**config.mk**
```make
export PLATFORM = sky130hd
export DESIGN_NAME = cim_ctrl
export DESIGN_NICKNAME = d
export VERILOG_FILES = /design/src/rtl/cim_ctrl.sv
export SDC_FILE = /design/constraint.sdc
export NUM_CORES = 1
export LEC_CHECK = 0
export CORE_AREA = 2 2 176 178
export DETAILED_ROUTE_END_ITERATION = 12
export DIE_AREA = 0 0 178 180
export PLACE_DENSITY = 0.75
export SLEW_MARGIN = 20
export SYNTH_ARGS = -nofsm -noshare
export SYNTH_HDL_FRONTEND = slang
export SYNTH_SLANG_ARGS = --single-unit
```
**constraint.sdc**
```tcl
create_clock -name CLK -period 7.8 [get_ports CLK]
set_input_delay 2.34 -clock CLK [delete_from_list [all_inputs] [get_ports CLK]]
set_output_delay 2.34 -clock CLK [all_outputs]
set_load 0.03 [all_outputs]
```
**src/rtl/cim_ctrl.sv**
```systemverilog
// CIM macro controller: strobes issue one cycle after acceptance; Q is captured LAT cycles later into a response FIFO.
// cmd_ready is credit-based, so the FIFO never overflows. Define CIM_CTRL_ACC_EN to accumulate COMPUTE results over last-flagged groups.
module cim_ctrl #(
  parameter int CORE_NUM         = 16,
  parameter int XIN_BIT_WIDTH    = 11,
  parameter int MEM_BIT_WIDTH    = 8,
  parameter int MEM_ADR_WIDTH    = 2,
  parameter int OUTPUT_BIT_WIDTH = 22,
  parameter int LAT              = 3,
  parameter int FIFO_DEPTH       = 4,
  parameter int ACC_W            = 26
) (
  input  logic                                CLK,
  input  logic                                NRST,
  input  logic                                cmd_valid,
  output logic                                cmd_ready,
  input  logic [1:0]                          cmd_op,
  input  logic [$clog2(CORE_NUM)-1:0]         cmd_bank,
  input  logic [MEM_ADR_WIDTH-1:0]            cmd_adr,
  input  logic [MEM_BIT_WIDTH-1:0]            cmd_data,
  input  logic [CORE_NUM*XIN_BIT_WIDTH-1:0]   cmd_xin,
  input  logic                                cmd_last,
  output logic                                rsp_valid,
  input  logic                                rsp_ready,
  output logic [1:0]                          rsp_op,
  output logic [ACC_W-1:0]                    rsp_data,
  output logic                                ENCB,
  output logic                                WEB,
  output logic                                REB,
  output logic [$clog2(CORE_NUM)-1:0]         BANKA,
  output logic [$clog2(CORE_NUM)-1:0]         BANKB,
  output logic [MEM_ADR_WIDTH-1:0]            ADRA,
  output logic [MEM_ADR_WIDTH-1:0]            ADRB,
  output logic [MEM_BIT_WIDTH-1:0]            D,
  output logic [CORE_NUM*XIN_BIT_WIDTH-1:0]   XIN,
  input  logic [OUTPUT_BIT_WIDTH-1:0]         Q
);

  localparam int BANK_W = $clog2(CORE_NUM);
  localparam int PTR_W  = (FIFO_DEPTH > 1) ? $clog2(FIFO_DEPTH) : 1;
  localparam int CNT_W  = $clog2(FIFO_DEPTH + LAT + 2);

  localparam logic [1:0] OP_NOP = 2'b00;
  localparam logic [1:0] OP_WR  = 2'b01;
  localparam logic [1:0] OP_RD  = 2'b10;
  localparam logic [1:0] OP_CMP = 2'b11;

`ifdef CIM_CTRL_ACC_EN
  localparam bit ACC_EN = 1'b1;
`else
  localparam bit ACC_EN = 1'b0;
`endif

  logic                              cmd_fire;
  logic                              encb_q, web_q, reb_q;
  logic [BANK_W-1:0]                 banka_q, bankb_q;
  logic [MEM_ADR_WIDTH-1:0]          adra_q, adrb_q;
  logic [MEM_BIT_WIDTH-1:0]          d_q;
  logic [CORE_NUM*XIN_BIT_WIDTH-1:0] xin_q;

  logic                              iss_vld_q;
  logic [1:0]                        iss_op_q;
  logic                              iss_last_q;
  logic                              pipe_vld_q  [LAT];
  logic [1:0]                        pipe_op_q   [LAT];
  logic                              pipe_last_q [LAT];

  logic [CNT_W-1:0]                  inflight_cnt;
  logic [CNT_W-1:0]                  fifo_cnt_q;
  logic [PTR_W-1:0]                  wr_ptr_q, rd_ptr_q;
  logic [1:0]                        fifo_op_q  [FIFO_DEPTH];
  logic [ACC_W-1:0]                  fifo_dat_q [FIFO_DEPTH];

  logic                              smp_vld, smp_last, push, pop;
  logic [1:0]                        smp_op;
  logic [ACC_W-1:0]                  q_sext, q_zext, cmp_dat, push_dat;

  // Only READs and group-closing COMPUTEs end up in the FIFO, so only they hold credit.
  function automatic logic wants_rsp(input logic vld, input logic [1:0] op, input logic last);
    return vld && ((op == OP_RD) || ((op == OP_CMP) && (last || !ACC_EN)));
  endfunction

  function automatic logic [PTR_W-1:0] ptr_inc(input logic [PTR_W-1:0] p);
    return (p == PTR_W'(FIFO_DEPTH - 1)) ? '0 : p + PTR_W'(1);
  endfunction

  always_comb begin
    inflight_cnt = CNT_W'(wants_rsp(iss_vld_q, iss_op_q, iss_last_q));
    for (int i = 0; i < LAT; i++) begin
      inflight_cnt = inflight_cnt + CNT_W'(wants_rsp(pipe_vld_q[i], pipe_op_q[i], pipe_last_q[i]));
    end
  end

  assign cmd_ready = NRST && ((fifo_cnt_q + inflight_cnt) < CNT_W'(FIFO_DEPTH));
  assign cmd_fire  = cmd_valid && cmd_ready;

  always_ff @(posedge CLK or negedge NRST) begin
    if (!NRST) begin
      encb_q     <= 1'b1;
      web_q      <= 1'b1;
      reb_q      <= 1'b1;
      banka_q    <= '0;
      bankb_q    <= '0;
      adra_q     <= '0;
      adrb_q     <= '0;
      d_q        <= '0;
      xin_q      <= '0;
      iss_vld_q  <= 1'b0;
      iss_op_q   <= OP_NOP;
      iss_last_q <= 1'b0;
    end else begin
      encb_q    <= 1'b1;
      web_q     <= 1'b1;
      reb_q     <= 1'b1;
      iss_vld_q <= cmd_fire && (cmd_op != OP_NOP);
      if (cmd_fire) begin
        iss_op_q   <= cmd_op;
        iss_last_q <= cmd_last;
        case (cmd_op)
          OP_WR: begin
            web_q   <= 1'b0;
            banka_q <= cmd_bank;
            adra_q  <= cmd_adr;
            d_q     <= cmd_data;
          end
          OP_RD: begin
            reb_q   <= 1'b0;
            bankb_q <= cmd_bank;
            adrb_q  <= cmd_adr;
          end
          OP_CMP: begin
            encb_q <= 1'b0;
            xin_q  <= cmd_xin;
          end
          default: ;
        endcase
      end
    end
  end

  // Stage i holds the command whose strobe fired i+1 cycles ago; the last stage lines up with Q.
  always_ff @(posedge CLK or negedge NRST) begin
    if (!NRST) begin
      for (int i = 0; i < LAT; i++) begin
        pipe_vld_q[i]  <= 1'b0;
        pipe_op_q[i]   <= OP_NOP;
        pipe_last_q[i] <= 1'b0;
      end
    end else begin
      pipe_vld_q[0]  <= iss_vld_q;
      pipe_op_q[0]   <= iss_op_q;
      pipe_last_q[0] <= iss_last_q;
      for (int i = 1; i < LAT; i++) begin
        pipe_vld_q[i]  <= pipe_vld_q[i-1];
        pipe_op_q[i]   <= pipe_op_q[i-1];
        pipe_last_q[i] <= pipe_last_q[i-1];
      end
    end
  end

  assign smp_vld  = pipe_vld_q[LAT-1];
  assign smp_op   = pipe_op_q[LAT-1];
  assign smp_last = pipe_last_q[LAT-1];
  assign q_sext   = {{(ACC_W-OUTPUT_BIT_WIDTH){Q[OUTPUT_BIT_WIDTH-1]}}, Q};
  assign q_zext   = {{(ACC_W-MEM_BIT_WIDTH){1'b0}}, Q[MEM_BIT_WIDTH-1:0]};
  assign push     = wants_rsp(smp_vld, smp_op, smp_last);
  assign push_dat = (smp_op == OP_RD) ? q_zext : cmp_dat;

`ifdef CIM_CTRL_ACC_EN
  logic [ACC_W-1:0] acc_q, acc_sum;

  assign acc_sum = acc_q + q_sext;
  assign cmp_dat = acc_sum;

  always_ff @(posedge CLK or negedge NRST) begin
    if (!NRST) begin
      acc_q <= '0;
    end else if (smp_vld && (smp_op == OP_CMP)) begin
      acc_q <= smp_last ? '0 : acc_sum;
    end
  end
`else
  assign cmp_dat = q_sext;
`endif

  assign rsp_valid = (fifo_cnt_q != '0);
  assign pop       = rsp_valid && rsp_ready;
  assign rsp_op    = rsp_valid ? fifo_op_q[rd_ptr_q]  : '0;
  assign rsp_data  = rsp_valid ? fifo_dat_q[rd_ptr_q] : '0;

  always_ff @(posedge CLK or negedge NRST) begin
    if (!NRST) begin
      for (int i = 0; i < FIFO_DEPTH; i++) begin
        fifo_op_q[i]  <= '0;
        fifo_dat_q[i] <= '0;
      end
      wr_ptr_q   <= '0;
      rd_ptr_q   <= '0;
      fifo_cnt_q <= '0;
    end else begin
      if (push) begin
        fifo_op_q[wr_ptr_q]  <= smp_op;
        fifo_dat_q[wr_ptr_q] <= push_dat;
        wr_ptr_q             <= ptr_inc(wr_ptr_q);
      end
      if (pop) begin
        rd_ptr_q <= ptr_inc(rd_ptr_q);
      end
      fifo_cnt_q <= fifo_cnt_q + CNT_W'(push) - CNT_W'(pop);
    end
  end

  assign ENCB  = encb_q;
  assign WEB   = web_q;
  assign REB   = reb_q;
  assign BANKA = banka_q;
  assign BANKB = bankb_q;
  assign ADRA  = adra_q;
  assign ADRB  = adrb_q;
  assign D     = d_q;
  assign XIN   = xin_q;

endmodule

```
==> results of run 1 <==
worst max-delay path, cell delays in order:
cell and delay, ps:
buf_8 390, nor2b_1 230, clkdlybuf4s50_1 690
path summary, 6_finish.rpt:
kind	startpoint	slack, ps	cells past startpoint	to
hold reg to reg	pipe_op_q[4]$_DFF_PN0_	350	0	pipe_op_q[2]$_DFF_PN0_
setup reg to reg	smp_op[1]$_DFF_PN0_	4080	9	XIN[151]$_DFFE_PN0P_
setup / recovery	NRST	1740	3	cmd_ready
hold / removal	pipe_op_q[4]$_DFF_PN0_	350	0	pipe_op_q[2]$_DFF_PN0_
max in group asynchronous	NRST	4330	3	ENCB$_DFF_PN1_
min in group asynchronous	NRST	1780	1	fifo_dat_q[92]$_DFFE_PN0P_
cell usage after synthesis:
cell type / number / area, sq um
xnor2_1: 1 / 8.76
mux2_2: 108 / 1220
xor2_1: 1 / 8.76
or3b_1: 1 / 8.76
nand2_1: 73 / 274
o21ai_0: 56 / 280
mux4_2: 24 / 541
nand2b_1: 5 / 31.3
nand3_1: 9 / 45.0
ha_1: 12 / 150
nor3_1: 3 / 15.0
buf_2: 12 / 60.1
nand3b_1: 1 / 7.51
nor2_1: 6 / 22.5
a21oi_1: 1 / 5.00
fa_1: 2 / 40.0
buf_1: 1 / 3.75
dfrtp_1: 312 / 7810
a31o_1: 1 / 8.76
inv_1: 12 / 45.0
nor2b_1: 1 / 6.26
buf_4: 15 / 113
a21o_1: 2 / 15.0
clkbuf_1: 21 / 78.8
dfstp_2: 3 / 78.8
mux2i_1: 5 / 50.1
and2_1: 27 / 169
a21oi_4: 1 / 16.3
mux2_1: 129 / 1450
o21a_1: 1 / 7.51
layer usage:
metal	wire length (um)	share of wire [%]	track usage [%]
met5	0	0	0
met4	1060	3.1	7.64
met1	12800	37	25.0
met2	17200	50	36.5
met3	3410	9.9	9.24
through the flow:
| stage | cell area, sq um | std cells | util (%) | setup WS [ps] |
|---|---|---|---|---|
| 3_5_place_dp | 17400 | 1650 | 57.6 | 1730 |
| 4_1_cts | 18600 | 1715 | 61.5 | 1710 |
| 6_report | 18600 | 1722 | 61.6 | 1740 |
| 5_1_grt | 18600 | 1721 | 61.6 | 1630 |
| 3_3_place_gp | 17400 | 1650 | 57.6 | 1750 |
| 2_1_floorplan | 12600 | 846 | - | 2660 |
cell families after synthesis:
logic type | Yosys count | share of synthesized area (%)
flip-flops | 315 | 62.8
multiplexers | 266 | 25.9
AND/OR/NAND/NOR | 126 | 4.61
AO/OA/AOI/OAI | 62 | 2.65
buffers and inverters | 61 | 2.39
adder cells (fa/ha/maj) | 14 | 1.51
XOR/XNOR | 2 | 0.139
area by class of cell:
class | count | area (sq um) | area share (%)
repair buffers | 457 | 4580 | 24.6
flip-flops and latches | 315 | 7890 | 42.4
inverters | 12 | 45.0 | 0.242
multi-input cells | 470 | 4400 | 23.6
diodes | 7 | 17.5 | 0.0942
well taps | 396 | 495 | 2.67
clock inverters | 5 | 60.1 | 0.323
clock buffers | 60 | 1110 | 6.00
flip-flops by register name, summed over array words and instances, names as in the netlist:
signal and cells:
ENCB 1, pipe_vld_q 2, pipe_op_q 4, iss_vld_q 1, iss_op_q 2, XIN 176
ADRB 2, rd_ptr_q 2, D 8, REB 1, fifo_dat_q 88, wr_ptr_q 2
ADRA 2, BANKB 4, smp_op 2, fifo_cnt_q 4, smp_vld 1, fifo_op_q 8
BANKA 4, WEB 1
power groups by stage:
stage	clock [mW]	sequential [mW]	combinational, mW
2_1_floorplan	0	3.30	1.05
4_1_cts	1.71	2.53	3.28
3_5_place_dp	0	2.55	3.26
6_report	1.67	2.53	3.25
5_1_grt	1.79	2.61	3.43
3_3_place_gp	0	2.51	3.24
==> flow_metrics.env, run 1 <==
export IMPL_die_h_um=180
export IMPL_combPwrFrac_pct=43.6
export IMPL_area_growth_synth_to_final_pct=48.0
export IMPL_viasPerCell=4.92
export IMPL_numCtsBuffers=37
export IMPL_clock_latency_ps=520
export IMPL_power_internal_mw=4.70
export IMPL_synthCells=846
export IMPL_final_common_cell="clkdlybuf4s50_1"
export IMPL_ioPinCount=448
export IMPL_synth_area_sq_mm=0.0126
export IMPL_ctsHtreeMaxLevel=2
export IMPL_wl_per_cell_um=20.1
export IMPL_syn_nets=1079
export IMPL_crit_fanout=70
export IMPL_hp_class="register to register"
export IMPL_cts_root_buf="clkbuf_16"
export IMPL_yosysWarnings=0
export IMPL_avgSynthCellArea_sq_um=14.9
export IMPL_worst_setup_path_start_kind="input port"
export IMPL_initial_core_util_pct=41.6
export IMPL_final_cell_mix="clkdlybuf4s50_1, dfrtp_1, mux2_1"
export IMPL_grt_max_degree=178
export IMPL_slew_headroom_pct=28.4
export IMPL_drv_cap=0
export IMPL_drv_slew=0
export IMPL_crit_path_end_kind="output port"
export IMPL_cp_required_ps=5460
export IMPL_period_needed_ps=6060
export IMPL_grt_overflow_total=0
export IMPL_core_area_sq_mm=0.0302
export IMPL_tightest_slew_ps=1070
export IMPL_p_total_mw=7.44
export IMPL_first_iter_violations=310
export IMPL_routed_wl_um=34500
export IMPL_layout_drive_gt1_share_pct=15.2
export IMPL_ys_types=30
export IMPL_drtAntennaViolNets=0
export IMPL_rsz0062_at_grt="false"
export IMPL_grt_antenna_before_repair=6
export IMPL_cts_resized=0
export IMPL_power_density_mw_per_mm2=400
export IMPL_holdBufCountCts=0
export IMPL_clockBufferDepth=3
export IMPL_die_x_um=178
export IMPL_path_clk_slew_ps=50
export IMPL_fin_setup_tns_ps=0
export IMPL_skew_ps=22.8
export IMPL_max_freq_mhz=165
export IMPL_cts_sinks=315
export IMPL_dpl_hpwl_um=24700
export IMPL_clkPwrFrac_pct=22.5
export IMPL_drt_first_pass_iters=4
export IMPL_ir_drop_uv=280
export IMPL_netSwitchingPower_mw=2.75
export IMPL_grt_use_total_pct=21.8
export IMPL_whs_ps=350
export IMPL_rows=64
export IMPL_cts_tree="built"
export IMPL_final_hold_viol_count=0
export IMPL_finalCritPeriodShare_pct=77.7
export IMPL_fillCellCount=2329
export IMPL_layout_nets=1526
export IMPL_switching_share_pct=36.9
export IMPL_arrival_ps=3720
export IMPL_ys_seq_area_share_pct=62.8
export IMPL_setup_viol=0
export IMPL_cts_setup_buffers=0
export IMPL_p_seq_share_pct=33.9
export IMPL_die_area_sq_mm=0.0320
export IMPL_io_buffers=446
export IMPL_gp_congestion=0.819
export IMPL_grt_pass1_wl_um=53400
export IMPL_status="complete, no violations"
export IMPL_critical_path_class="input port to output port"
export IMPL_drc=0
export IMPL_grt_pass1_vias=9236
export IMPL_vias=8470
export IMPL_p_leak_nw=8.32
export IMPL_yosys_register_bits=315
Note: power is estimated with default switching activity, not from simulation.
==> run 2: changes to the inputs <==
==> constraint.sdc (replaced) <==
create_clock -name CLK -period 5.75 [get_ports CLK]
set_input_delay 1.725 -clock CLK [delete_from_list [all_inputs] [get_ports CLK]]
set_output_delay 1.725 -clock CLK [all_outputs]
set_load 0.03 [all_outputs]
==> run 2 against run 1 <==
Net effect:
- final cell count grew 0.12%
- clock power rose by 41%
- sequential cell count stayed put
- highest routed layer unchanged
- critical path depth increased by 6
- clock-buffer cell count fell by 6
- setup slack got worse by 1200 ps
- via count shrank 0.73%
- critical endpoint unchanged
- die area is the same
- sequential share of layout area shrank 0.17 points
- sequential power increased by 35%
- largest power group unchanged
- non-clock buffer count rose by 3
==> flow_metrics.env, run 2 (synthesis results as in run 1) <==
export IMPL_status="complete, no violations"
export IMPL_clock_latency_ps=500
export IMPL_setup_slack_ps=513
export IMPL_io_buffers=446
export IMPL_drc=0
export IMPL_fillCellCount=2333
export IMPL_ioPinCount=448
export IMPL_finalCritPeriodShare_pct=91.1
export IMPL_clockBufferDepth=3
export IMPL_die_x_um=178
export IMPL_crit_path_end_kind="output port"
export IMPL_layout_nets=1528
export IMPL_path_clk_slew_ps=60
export IMPL_cts_resized=0
export IMPL_dp_cells=1653
export IMPL_dpl_hpwl_um=24800
export IMPL_cts_sinks=315
export IMPL_power_internal_mw=6.47
export IMPL_first_iter_violations=354
export IMPL_setup_viol=0
export IMPL_grt_antenna_before_repair=7
export IMPL_fin_area_sq_mm=0.0187
export IMPL_final_cell_mix="clkdlybuf4s50_1, dfrtp_1, mux2_1"
export IMPL_numCtsBuffers=36
export IMPL_power_density_mw_per_mm2=546
export IMPL_wl_met1_um=12900
export IMPL_drtAntennaViolNets=0
export IMPL_die_area_sq_mm=0.0320
export IMPL_drt_first_pass_iters=6
export IMPL_tightest_slew_ps=1030
export IMPL_core_area_sq_mm=0.0302
export IMPL_rsz0062_at_grt="false"
export IMPL_holdBufCountCts=0
export IMPL_ir_drop_uv=371
export IMPL_fin_cells=1724
export IMPL_wl_per_cell_um=19.9
export IMPL_final_hold_viol_count=0
export IMPL_cts_root_buf="clkbuf_16"
export IMPL_place_ws_ps=1040
export IMPL_drv_slew=0
export IMPL_hp_class="register to register"
export IMPL_netSwitchingPower_mw=3.71
export IMPL_cp_required_ps=4030
export IMPL_skew_ps=14.2
export IMPL_routed_wl_um=34400
export IMPL_rows=64
export IMPL_gp_congestion=0.808
export IMPL_wl_met2_um=17200
export IMPL_largest_reg_flops=176
export IMPL_cts_setup_buffers=0
export IMPL_grt_pass1_wl_um=53600
export IMPL_wl_met3_um=3300
export IMPL_p_seq_share_pct=33.6
export IMPL_grt_overflow_total=0
export IMPL_grt_use_total_pct=21.9
export IMPL_slew_headroom_pct=31.2
export IMPL_clkPwrFrac_pct=23.1
export IMPL_viasPerCell=4.88
export IMPL_grt_pass1_vias=9335
export IMPL_die_h_um=180
export IMPL_initial_core_util_pct=41.6
export IMPL_placed_area_sq_mm=0.0174
export IMPL_max_freq_mhz=191
export IMPL_period_needed_ps=5240
export IMPL_p_leak_nw=8.38
export IMPL_vias=8408
export IMPL_fin_setup_tns_ps=0
export IMPL_crit_fanout=6
export IMPL_combPwrFrac_pct=43.3
export IMPL_final_common_cell="clkdlybuf4s50_1"
export IMPL_cts_tree="built"
export IMPL_worst_setup_path_start_kind="register"
export IMPL_fin_util_pct=61.8
export IMPL_area_growth_synth_to_final_pct=48.5
export IMPL_ctsHtreeMaxLevel=2
export IMPL_layout_drive_gt1_share_pct=16.0
export IMPL_grt_max_degree=178
export IMPL_switching_share_pct=36.4
export IMPL_drv_cap=0
export IMPL_arrival_ps=3510
export IMPL_top_layer="met4"
export IMPL_critical_path_class="register to output port"
run 2: final timing paths:
| path | startpoint | endpoint | slack (ps) | cells past startpoint |
|---|---|---|---|---|
| min | pipe_op_q[4]$_DFF_PN0_ | pipe_op_q[2]$_DFF_PN0_ | 350 | 0 |
| max | smp_op[1]$_DFF_PN0_ | cmd_ready | 510 | 9 |
| max in group asynchronous | NRST | XIN[90]$_DFFE_PN0P_ | 2820 | 3 |
| max reg2reg | smp_op[1]$_DFF_PN0_ | XIN[131]$_DFFE_PN0P_ | 2090 | 9 |
| min in group asynchronous | NRST | XIN[8]$_DFFE_PN0P_ | 1070 | 1 |
| min reg2reg | pipe_op_q[4]$_DFF_PN0_ | pipe_op_q[2]$_DFF_PN0_ | 350 | 0 |
run 2: area by class of cell:
type / instances / area (sq um) / share of cell area, %
clock buffer: 54 / 1110 / 5.95
inverter: 12 / 45.0 / 0.241
sequential: 315 / 7890 / 42.3
clock inverter: 10 / 129 / 0.690
tap: 396 / 495 / 2.65
multi-input combinational: 470 / 4400 / 23.5
antenna: 7 / 17.5 / 0.0938
timing repair buffer: 460 / 4590 / 24.6
run 2: power groups by stage:
stage	Combinational, mW	Sequential [mW]	Clock [mW]
6_report	4.41	3.42	2.35
5_1_grt	4.68	3.53	2.51
4_1_cts	4.46	3.43	2.41
3_5_place_dp	4.44	3.45	0
3_3_place_gp	4.40	3.40	0
2_1_floorplan	1.42	4.48	0
run 2: critical path, stage by stage (launching register included):
cell             delay, ps
dfrtp_1                410
nand2_1                180
fa_1                   540
inv_1                   40
ha_1                   270
a31o_1                 250
a21oi_4                300
mux2i_1                120
nor2b_1                130
clkdlybuf4s50_1        770
run 2: routing by layer:
metal | vias to the layer above | global-route usage [%]
met4 | 0 | 7.61
met5 | - | 0
met3 | 57 | 9.31
li1 | 3846 | -
met2 | 272 | 36.4
met1 | 4233 | 25.4
run 2: per-stage QoR:
step	total power, mW	hold WS [ps]
after floorplan	5.90	331
after global placement	7.80	337
after detailed placement	7.89	338
after CTS	10.3	350
after global routing	10.7	362
final	10.2	348
